==> config.mk <==
export PLATFORM = sky130hd
export DESIGN_NAME = axi_nap_reg_initiator
export DESIGN_NICKNAME = d
export VERILOG_FILES = /design/src/rtl/axi_nap_reg_init_pkg.sv /design/src/rtl/acx_sat_counter.sv /design/src/rtl/axi_nap_reg_initiator.sv
export SDC_FILE = /design/constraint.sdc
export NUM_CORES = 1
export LEC_CHECK = 0
export CORE_AREA = 2 2 529 531
export DETAILED_ROUTE_END_ITERATION = 12
export DIE_AREA = 0 0 531 533
export REMOVE_ABC_BUFFERS = 1
export SLEW_MARGIN = 20
export SYNTH_ARGS = -nofsm -noshare
export SYNTH_HDL_FRONTEND = slang
export SYNTH_SLANG_ARGS = --single-unit
export TNS_END_PERCENT = 1
==> constraint.sdc <==
create_clock -name i_clk -period 4.83 [get_ports i_clk]
set_clock_uncertainty 0.1 [all_clocks]
set_input_delay 1.2075 -clock i_clk [delete_from_list [all_inputs] [get_ports i_clk]]
set_output_delay 1.2075 -clock i_clk [all_outputs]
set_load 0.05 [all_outputs]
==> src/rtl/axi_nap_reg_init_pkg.sv <==
// Shared types and constants for the AXI register initiator.
//   t_init_state : transaction FSM state encoding
//   AXI_*        : burst type and response codes used on the AXI port
//   axi_size()   : AXI size code (log2 of bytes per beat) for a data width
package axi_nap_reg_init_pkg;

    typedef enum logic [2:0] {
        IDLE    = 3'd0,
        WR_REQ  = 3'd1,
        WR_RESP = 3'd2,
        RD_REQ  = 3'd3,
        RD_DATA = 3'd4,
        RSP     = 3'd5
    } t_init_state;

    localparam logic [1:0] AXI_BURST_INCR  = 2'b01;
    localparam logic [1:0] AXI_RESP_OKAY   = 2'b00;
    localparam logic [1:0] AXI_RESP_SLVERR = 2'b10;

    // Size code for a full-width beat: log2(width/8).
    function automatic logic [2:0] axi_size(input int width);
        int bytes;
        bytes = width / 8;
        return 3'($clog2(bytes));
    endfunction

endpackage

==> src/rtl/acx_sat_counter.sv <==
// Saturating up-counter for transaction statistics.
//   clk     : clock
//   reset_n : asynchronous active-low reset, clears the count
//   inc     : count one event this cycle
//   count   : current value, sticks at all-ones instead of wrapping
module acx_sat_counter #(
    parameter int WIDTH = 16
) (
    input  logic             clk,
    input  logic             reset_n,
    input  logic             inc,
    output logic [WIDTH-1:0] count
);

    logic [WIDTH-1:0] count_r;

    // Count events, holding at the maximum value once reached.
    always_ff @(posedge clk or negedge reset_n) begin
        if (!reset_n) begin
            count_r <= '0;
        end else if (inc && (count_r != {WIDTH{1'b1}})) begin
            count_r <= count_r + {{(WIDTH-1){1'b0}}, 1'b1};
        end else begin
            count_r <= count_r;
        end
    end

    assign count = count_r;

endmodule

==> src/rtl/axi_nap_reg_initiator.sv <==
// Fabric-side AXI4 initiator: converts single-word register commands into
// single-beat AXI4 transactions, one outstanding at a time, and returns one
// response word per transaction plus saturating statistics.
//   i_clk, i_reset_n     : clock, asynchronous active-low reset
//   i_cmd_* / o_cmd_ready: command (write flag, byte address, data, strobes)
//   o_rsp_* / i_rsp_ready: response (write flag, read data, resp, id error)
//   o_wr/rd/err_count    : saturating completed-write/read/error counts
//   AW/W/B/AR/R          : AXI4 master channels toward a slave NAP
module axi_nap_reg_initiator
    import axi_nap_reg_init_pkg::*;
#(
    parameter int                  DATA_WIDTH = 256,
    parameter int                  ADDR_WIDTH = 42,
    parameter int                  ID_WIDTH   = 8,
    parameter logic [ID_WIDTH-1:0] AXI_ID     = 8'h00,
    parameter int                  CNT_WIDTH  = 16
) (
    input  logic                    i_clk,
    input  logic                    i_reset_n,
    input  logic                    i_cmd_valid,
    output logic                    o_cmd_ready,
    input  logic                    i_cmd_write,
    input  logic [ADDR_WIDTH-1:0]   i_cmd_addr,
    input  logic [DATA_WIDTH-1:0]   i_cmd_wdata,
    input  logic [DATA_WIDTH/8-1:0] i_cmd_wstrb,
    output logic                    o_rsp_valid,
    input  logic                    i_rsp_ready,
    output logic                    o_rsp_write,
    output logic [DATA_WIDTH-1:0]   o_rsp_rdata,
    output logic [1:0]              o_rsp_resp,
    output logic                    o_rsp_id_err,
    output logic [CNT_WIDTH-1:0]    o_wr_count,
    output logic [CNT_WIDTH-1:0]    o_rd_count,
    output logic [CNT_WIDTH-1:0]    o_err_count,
    output logic                    o_awvalid,
    input  logic                    i_awready,
    output logic [ADDR_WIDTH-1:0]   o_awaddr,
    output logic [ID_WIDTH-1:0]     o_awid,
    output logic [7:0]              o_awlen,
    output logic [2:0]              o_awsize,
    output logic [1:0]              o_awburst,
    output logic                    o_wvalid,
    input  logic                    i_wready,
    output logic [DATA_WIDTH-1:0]   o_wdata,
    output logic [DATA_WIDTH/8-1:0] o_wstrb,
    output logic                    o_wlast,
    input  logic                    i_bvalid,
    output logic                    o_bready,
    input  logic [ID_WIDTH-1:0]     i_bid,
    input  logic [1:0]              i_bresp,
    output logic                    o_arvalid,
    input  logic                    i_arready,
    output logic [ADDR_WIDTH-1:0]   o_araddr,
    output logic [ID_WIDTH-1:0]     o_arid,
    output logic [7:0]              o_arlen,
    output logic [2:0]              o_arsize,
    output logic [1:0]              o_arburst,
    input  logic                    i_rvalid,
    output logic                    o_rready,
    input  logic [DATA_WIDTH-1:0]   i_rdata,
    input  logic [ID_WIDTH-1:0]     i_rid,
    input  logic [1:0]              i_rresp,
    input  logic                    i_rlast
);

    localparam logic [2:0] BEAT_SIZE = axi_size(DATA_WIDTH);

    t_init_state             state_r;
    logic                    cmd_ready_r;
    logic                    awvalid_r;
    logic                    wvalid_r;
    logic                    arvalid_r;
    logic                    bready_r;
    logic                    rready_r;
    logic [ADDR_WIDTH-1:0]   addr_r;
    logic [DATA_WIDTH-1:0]   wdata_r;
    logic [DATA_WIDTH/8-1:0] wstrb_r;
    logic                    rsp_valid_r;
    logic                    rsp_write_r;
    logic [DATA_WIDTH-1:0]   rsp_rdata_r;
    logic [1:0]              rsp_resp_r;
    logic                    rsp_id_err_r;

    logic bid_err_s;
    logic rid_err_s;
    logic aw_done_s;
    logic w_done_s;
    logic rsp_hs_s;
    logic wr_inc_s;
    logic rd_inc_s;
    logic err_inc_s;
    logic unused_s;

    // Single-beat transfers always end with their only beat.
    assign unused_s  = i_rlast;

    assign bid_err_s = (i_bid != AXI_ID);
    assign rid_err_s = (i_rid != AXI_ID);

    // A write channel counts as done once its valid is low or handshaking now.
    assign aw_done_s = !awvalid_r || i_awready;
    assign w_done_s  = !wvalid_r || i_wready;

    assign rsp_hs_s  = rsp_valid_r && i_rsp_ready;
    assign wr_inc_s  = rsp_hs_s && rsp_write_r;
    assign rd_inc_s  = rsp_hs_s && !rsp_write_r;
    assign err_inc_s = rsp_hs_s && ((rsp_resp_r != AXI_RESP_OKAY) || rsp_id_err_r);

    // Transaction FSM with all AXI and response outputs registered.
    always_ff @(posedge i_clk or negedge i_reset_n) begin
        if (!i_reset_n) begin
            state_r      <= IDLE;
            cmd_ready_r  <= 1'b0;
            awvalid_r    <= 1'b0;
            wvalid_r     <= 1'b0;
            arvalid_r    <= 1'b0;
            bready_r     <= 1'b0;
            rready_r     <= 1'b0;
            addr_r       <= '0;
            wdata_r      <= '0;
            wstrb_r      <= '0;
            rsp_valid_r  <= 1'b0;
            rsp_write_r  <= 1'b0;
            rsp_rdata_r  <= '0;
            rsp_resp_r   <= 2'b00;
            rsp_id_err_r <= 1'b0;
        end else begin
            case (state_r)
                IDLE: begin
                    if (cmd_ready_r && i_cmd_valid) begin
                        cmd_ready_r <= 1'b0;
                        addr_r      <= i_cmd_addr;
                        wdata_r     <= i_cmd_wdata;
                        wstrb_r     <= i_cmd_wstrb;
                        if (i_cmd_write) begin
                            awvalid_r <= 1'b1;
                            wvalid_r  <= 1'b1;
                            state_r   <= WR_REQ;
                        end else begin
                            arvalid_r <= 1'b1;
                            state_r   <= RD_REQ;
                        end
                    end else begin
                        // Ready rises one cycle after reset or a response.
                        cmd_ready_r <= 1'b1;
                    end
                end
                WR_REQ: begin
                    if (awvalid_r && i_awready) begin
                        awvalid_r <= 1'b0;
                    end
                    if (wvalid_r && i_wready) begin
                        wvalid_r <= 1'b0;
                    end
                    if (aw_done_s && w_done_s) begin
                        bready_r <= 1'b1;
                        state_r  <= WR_RESP;
                    end
                end
                WR_RESP: begin
                    if (i_bvalid) begin
                        bready_r     <= 1'b0;
                        rsp_valid_r  <= 1'b1;
                        rsp_write_r  <= 1'b1;
                        rsp_rdata_r  <= '0;
                        rsp_id_err_r <= bid_err_s;
                        rsp_resp_r   <= bid_err_s ? AXI_RESP_SLVERR : i_bresp;
                        state_r      <= RSP;
                    end
                end
                RD_REQ: begin
                    if (i_arready) begin
                        arvalid_r <= 1'b0;
                        rready_r  <= 1'b1;
                        state_r   <= RD_DATA;
                    end
                end
                RD_DATA: begin
                    if (i_rvalid) begin
                        rready_r     <= 1'b0;
                        rsp_valid_r  <= 1'b1;
                        rsp_write_r  <= 1'b0;
                        rsp_rdata_r  <= i_rdata;
                        rsp_id_err_r <= rid_err_s;
                        rsp_resp_r   <= rid_err_s ? AXI_RESP_SLVERR : i_rresp;
                        state_r      <= RSP;
                    end
                end
                RSP: begin
                    if (i_rsp_ready) begin
                        rsp_valid_r <= 1'b0;
                        cmd_ready_r <= 1'b1;
                        state_r     <= IDLE;
                    end
                end
                default: begin
                    cmd_ready_r <= 1'b0;
                    awvalid_r   <= 1'b0;
                    wvalid_r    <= 1'b0;
                    arvalid_r   <= 1'b0;
                    bready_r    <= 1'b0;
                    rready_r    <= 1'b0;
                    rsp_valid_r <= 1'b0;
                    state_r     <= IDLE;
                end
            endcase
        end
    end

    acx_sat_counter #(.WIDTH(CNT_WIDTH)) u_wr_cnt (
        .clk(i_clk), .reset_n(i_reset_n), .inc(wr_inc_s), .count(o_wr_count)
    );
    acx_sat_counter #(.WIDTH(CNT_WIDTH)) u_rd_cnt (
        .clk(i_clk), .reset_n(i_reset_n), .inc(rd_inc_s), .count(o_rd_count)
    );
    acx_sat_counter #(.WIDTH(CNT_WIDTH)) u_err_cnt (
        .clk(i_clk), .reset_n(i_reset_n), .inc(err_inc_s), .count(o_err_count)
    );

    assign o_cmd_ready  = cmd_ready_r;
    assign o_rsp_valid  = rsp_valid_r;
    assign o_rsp_write  = rsp_write_r;
    assign o_rsp_rdata  = rsp_rdata_r;
    assign o_rsp_resp   = rsp_resp_r;
    assign o_rsp_id_err = rsp_id_err_r;

    assign o_awvalid = awvalid_r;
    assign o_awaddr  = addr_r;
    assign o_awid    = AXI_ID;
    assign o_awlen   = 8'd0;
    assign o_awsize  = BEAT_SIZE;
    assign o_awburst = AXI_BURST_INCR;
    assign o_wvalid  = wvalid_r;
    assign o_wdata   = wdata_r;
    assign o_wstrb   = wstrb_r;
    assign o_wlast   = 1'b1;
    assign o_bready  = bready_r;
    assign o_arvalid = arvalid_r;
    assign o_araddr  = addr_r;
    assign o_arid    = AXI_ID;
    assign o_arlen   = 8'd0;
    assign o_arsize  = BEAT_SIZE;
    assign o_arburst = AXI_BURST_INCR;
    assign o_rready  = rready_r;

endmodule

======== Word-level counts from Yosys, hierarchy flattened ========
Cells that the tools add are included.
Widths: inputs -> output; s select.
storage, ports and cells
  register bits ........................... 648
  bits of input ports ..................... 617
  output and inout port bits .............. 730
cells by class
  add/sub/neg operators ................... 3
  equality and inequality tests ........... 18
  muxes and demuxes ....................... 43
  bitwise gates (word level) .............. 6
  reduce and logical (&&, ||, !) cells .... 38
operators with widths
  operator               number
  $mux 256               2
  $pmux 256 s2           1
  $add 16x1->16 const B  3
  $ne 16x16->1 const B   3
  $ne 2x2->1 const B     10
  $reduce_or 4->1        5
  $mux 1                 18
  $mux 3                 6
  $pmux 1 s3             6
  $pmux 3 s6             1
  $reduce_and 4->1       4
  $reduce_bool 8->1      2
  $logic_and 1x1->1      11
  $mux 2                 5
  $reduce_and 3->1       3
  $eq 3x2->1 const B     2
  $eq 3x3->1 const B     2
  $not 1->1              6
  $reduce_and 6->1       1
  $pmux 1 s2             2
  $pmux 1 s4             1
  $pmux 2 s2             1
  $reduce_and 2->1       2
  $reduce_bool 2->1      2
  5 further kinds        9

======== Longest topological paths before layout ========
  word-level depth ........................ 5
  gate-level depth with buffers ........... 8
  gate-level depth less buffers ........... 5

======== Cells and area by module ========
A second synthesis with hierarchy kept.
unflattened totals
  cell total of the unflattened synthesis .. 2365
  area total of the unflattened synthesis .. 25221.7 µm²
by module, submodules not included
  module                            times used  cells an instance  area each (µm²)
  axi_nap_reg_initiator             1           2147               22694.3
  acx_sat_counter at u_err_cnt ...  2           72                 859.6
  acx_sat_counter at u_wr_cnt       1           74                 808.3

======== Worst setup path after synthesis ========
Ideal clock, no wire load.
  kind .................................... in2reg
  start ................................... input port i_rsp_ready
  end ..................................... register u_err_cnt.count_r[12], in the netlist u_err_cnt.count[12]
  arrival time ............................ 2.363 ns
  slack ................................... 2.223 ns
  stages .................................. 4
  cell sequence ........................... o311a_2 nand3_2 or4b_2 xnor2_1
on the way
  cells in the longest elaborated chain, start to end .. 3
ends and longest elaborated chain
  item                    line                          source
  start: declaration      axi_nap_reg_initiator.sv:27   input logic i_rsp_ready,
  $logic_and 1x1->1       axi_nap_reg_initiator.sv:104  assign rsp_hs_s = rsp_valid_r && i_rsp_ready;
  $logic_and 1x1->1       axi_nap_reg_initiator.sv:107  assign err_inc_s = rsp_hs_s && ((rsp_resp_r != AXI_RESP_OKAY) || rsp_id_err_r);
  $logic_and 1x1->1       acx_sat_counter.sv:21         end else if (inc && (count_r != {WIDTH{1'b1}})) begin
  end signal: assignment  acx_sat_counter.sv:22         count_r <= count_r + {{(WIDTH-1){1'b0}}, 1'b1};
  end signal: assignment  acx_sat_counter.sv:24         count_r <= count_r;
  end: declaration        acx_sat_counter.sv:15         logic [WIDTH-1:0] count_r;
Every way passes these cells.
A chain may end at the register's enable or synchronous reset.

======== Final worst setup path ========
  start ................................... register rsp_resp_r[1], in the netlist o_rsp_resp[1]
  end ..................................... output port o_rsp_resp[1]
RTL lines
  item                      line                          source
  start: declaration        axi_nap_reg_initiator.sv:81   logic [1:0] rsp_resp_r;
  start signal: assignment  axi_nap_reg_initiator.sv:167  rsp_resp_r <= bid_err_s ? AXI_RESP_SLVERR : i_bresp;
  start signal: assignment  axi_nap_reg_initiator.sv:185  rsp_resp_r <= rid_err_s ? AXI_RESP_SLVERR : i_rresp;
  end: declaration          axi_nap_reg_initiator.sv:30   output logic [1:0] o_rsp_resp,
No word-level cell between the ends.

==> flow_summary.yaml <==
sta:
  rsz0062_at_grt: "false"
  finalCritPeriodShare_pct: 76.7
  fin_ws_ps: 1130
  setup_viol: 0
  finalHoldViolations: 0
  max_slew_margin_pct: 24.4
  hold_slack_ps: 346
  worst_slew_pin_slew_ps: 1130
  slew_violations: 0
  max_freq_mhz: 270
  period_needed_ps: 3700
global_route:
  grt_max_degree: 93
  grt_use_total_pct: 11.5
  grt_pass1_vias: 20900
  grt_pass1_wl_um: 213000
  grt-ovfl-total: 0
  antenna_found_initial: 149
clock_tree:
  post_cts_resized: 0
  cts_buffers: 88
  cts_tree: "done"
  holdBufCountCts: 0
  root_buffer: "clkbuf_16"
  cts_sinks: 648
  cts_htree_levels: 3
  clkLatencyLatePin_ps: 780
  cts_buffer_depth: 4
  post_cts_buffers: 0
  path_clk_slew_ps: 60
floorplan:
  coreArea_sq_mm: 0.278
  io_pins: 1347
  rows: 194
  die_area_sq_mm: 0.283
  die_y_um: 533
  die_w_um: 531
  initial_utilization_pct: 9.06
power_and_ir_drop:
  p_sw_w: 0.0186
  clock_power_share_pct: 18.1
  leakage_nw: 18.0
  switching_share_pct: 49.9
  p_seq_share_pct: 25.6
  power_density_mw_per_mm2: 821
  report.power.total_w: 0.0372
  intPower_w: 0.0186
  vdd_drop_max_mv: 0.430
  pwr-share-comb_pct: 56.3
detailed_routing:
  num_vias: 20400
  drc: 0
  viasPerCell: 3.01
  ant_nets: 0
  drt-initial-drc-count: 911
  dr.pass1.iters: 5
  wirelength_um: 170000
  wl_per_cell_um: 25.1
worst_setup_path:
  worstPathArrival_ps: 2400
  path_class: "reg -> out"
  critPathBufInv: 1
  crit_family: "buffers and inverters"
  path_cells: "clkdlybuf4s50_1"
  crit_fanout: 3
  slowest_delay_ps: 1200
  worstSetupStartpointType: "flop"
  worstPathRequired_ps: 3520
  crit_path_top_delay_cell: "clkdlybuf4s50_1"
  end_kind: "primary output"
layout:
  mostFrequentLayoutCells: "1297 x clkdlybuf4s50_1, 648 x dfrtp_1, 309 x mux2_2"
  nNetsFinal: 3605
  postLayoutCoreUtil_pct: 16.3
  drive_above_1_share_pct: 17.3
  fin_area_sq_mm: 0.0453
  final_common_cell: "clkdlybuf4s50_1"
  syn_to_final_growth_pct: 80.0
logic_synthesis:
  synth_ff_type: "dfrtp_1"
  syn_avg_cell_area_sq_um: 14.9
  synthArstFlopShare_pct: 100
  synthCells: 1686
  synthesis.area_sq_mm: 0.0252
  synth.distinct_cells: 63
  synth.area.top_cells: "dfrtp_1 64%, mux2_2 14%, a22o_1 8.9%"
  synth_edf_count: 0
  yosys_warnings: 0
  yosysSeqAreaShare_pct: 64.4
  synth_top_cell_by_area: "dfrtp_1"
  synth_top_area_share_pct: 64.4
  ys_ff_latch: 648
placed_design:
  place_area_sq_mm: 0.0424
  place_hpwl_um: 144000
  dp_slack_ps: 1110
  place_congestion: 1.00
  port_buffers: 1302
outcome:
  status: "finished, final reports clean"
hold_path:
  hold_path_class: "in -> async"
job:
  maxCapViolCount: 0
-- cells in the mapped netlist, types with 10 or more instances --
cell type,count
dfrtp_1,648
mux2_2,309
a22o_1,256
buf_4,93
buf_2,45
nand2_1,28
buf_6,26
mux2_1,26
xor2_1,26
nor2_1,21
nand3_1,19
a21oi_1,17
clkbuf_1,17
nor3_1,14
nor4_1,14
nand4_1,10
o21ai_0,10
-- path summary, 6_finish.rpt --
check                         startpoint               to  slack [ps]  depth (start not counted)
setup / recovery           o_rsp_resp[1]    o_rsp_resp[1]        1130                          1
hold / removal                 i_reset_n     o_wdata[171]         350                          1
setup reg to reg              state_r[0]     o_wdata[222]        1950                          5
hold reg to reg             o_wdata[236]     o_wdata[236]         380                          1
max in group asynchronous      i_reset_n  o_rsp_rdata[20]        3160                          2
min in group i_clk          o_wdata[236]     o_wdata[236]         380                          1
-- area by class of cell --
cell class	instances	area (sq um)
diodes	24	60.1
well taps	3724	4660
flip-flops and latches	648	16200
clock inverters	37	394
multi-input cells	883	7800
fillers	30600	233000
repair buffers	1356	13600
inverters	8	30.0
clock buffers	117	2520
-- power by group through the flow --
stage               combinational (W)  sequential [W]  clock (W)
global route                   0.0219         0.00982    0.00723
CTS                            0.0214         0.00953    0.00707
detailed placement             0.0214         0.00954          0
finish                         0.0210         0.00951    0.00673
global placement               0.0213         0.00951          0
floorplan                     0.00316          0.0182          0
-- cells by family after synthesis --
logic type / count (synthesis) / share of synthesized area [%]
other: 2 / 0.0298
adder cells (fa/ha/maj): 3 / 0.149
AND/OR/NAND/NOR: 153 / 3.46
flip-flops: 648 / 64.4
buffers and inverters: 196 / 5.31
AO/OA/AOI/OAI: 313 / 10.4
XOR/XNOR: 34 / 1.18
multiplexers: 337 / 15.1
-- layer usage --
layer  global-route usage [%]  share of wire (%)  vias to the layer above
li1                         -                  -                     8720
met1                     11.5                 34                     9970
met2                     19.4                 47                     1280
met3                     7.31                 15                      402
met4                     3.97                4.0                       64
met5                        0               0.27                        -
-- registers in the layout (all words and copies together), names as in the netlist, 2 cells and up --
name,cells
o_araddr,42
o_rsp_resp,2
u_err_cnt.count,16
o_wdata,256
u_rd_cnt.count,16
u_wr_cnt.count,16
o_wstrb,32
state_r,3
o_rsp_rdata,256
-- stage by stage --
step,cells,setup TNS (ps)
after floorplan,1539,-1086960
after global placement,6619,0
after detailed placement,6619,0
after CTS,6773,0
after global routing,6777,0
final,6797,0
No activity file was read; power rests on OpenSTA's default activity.
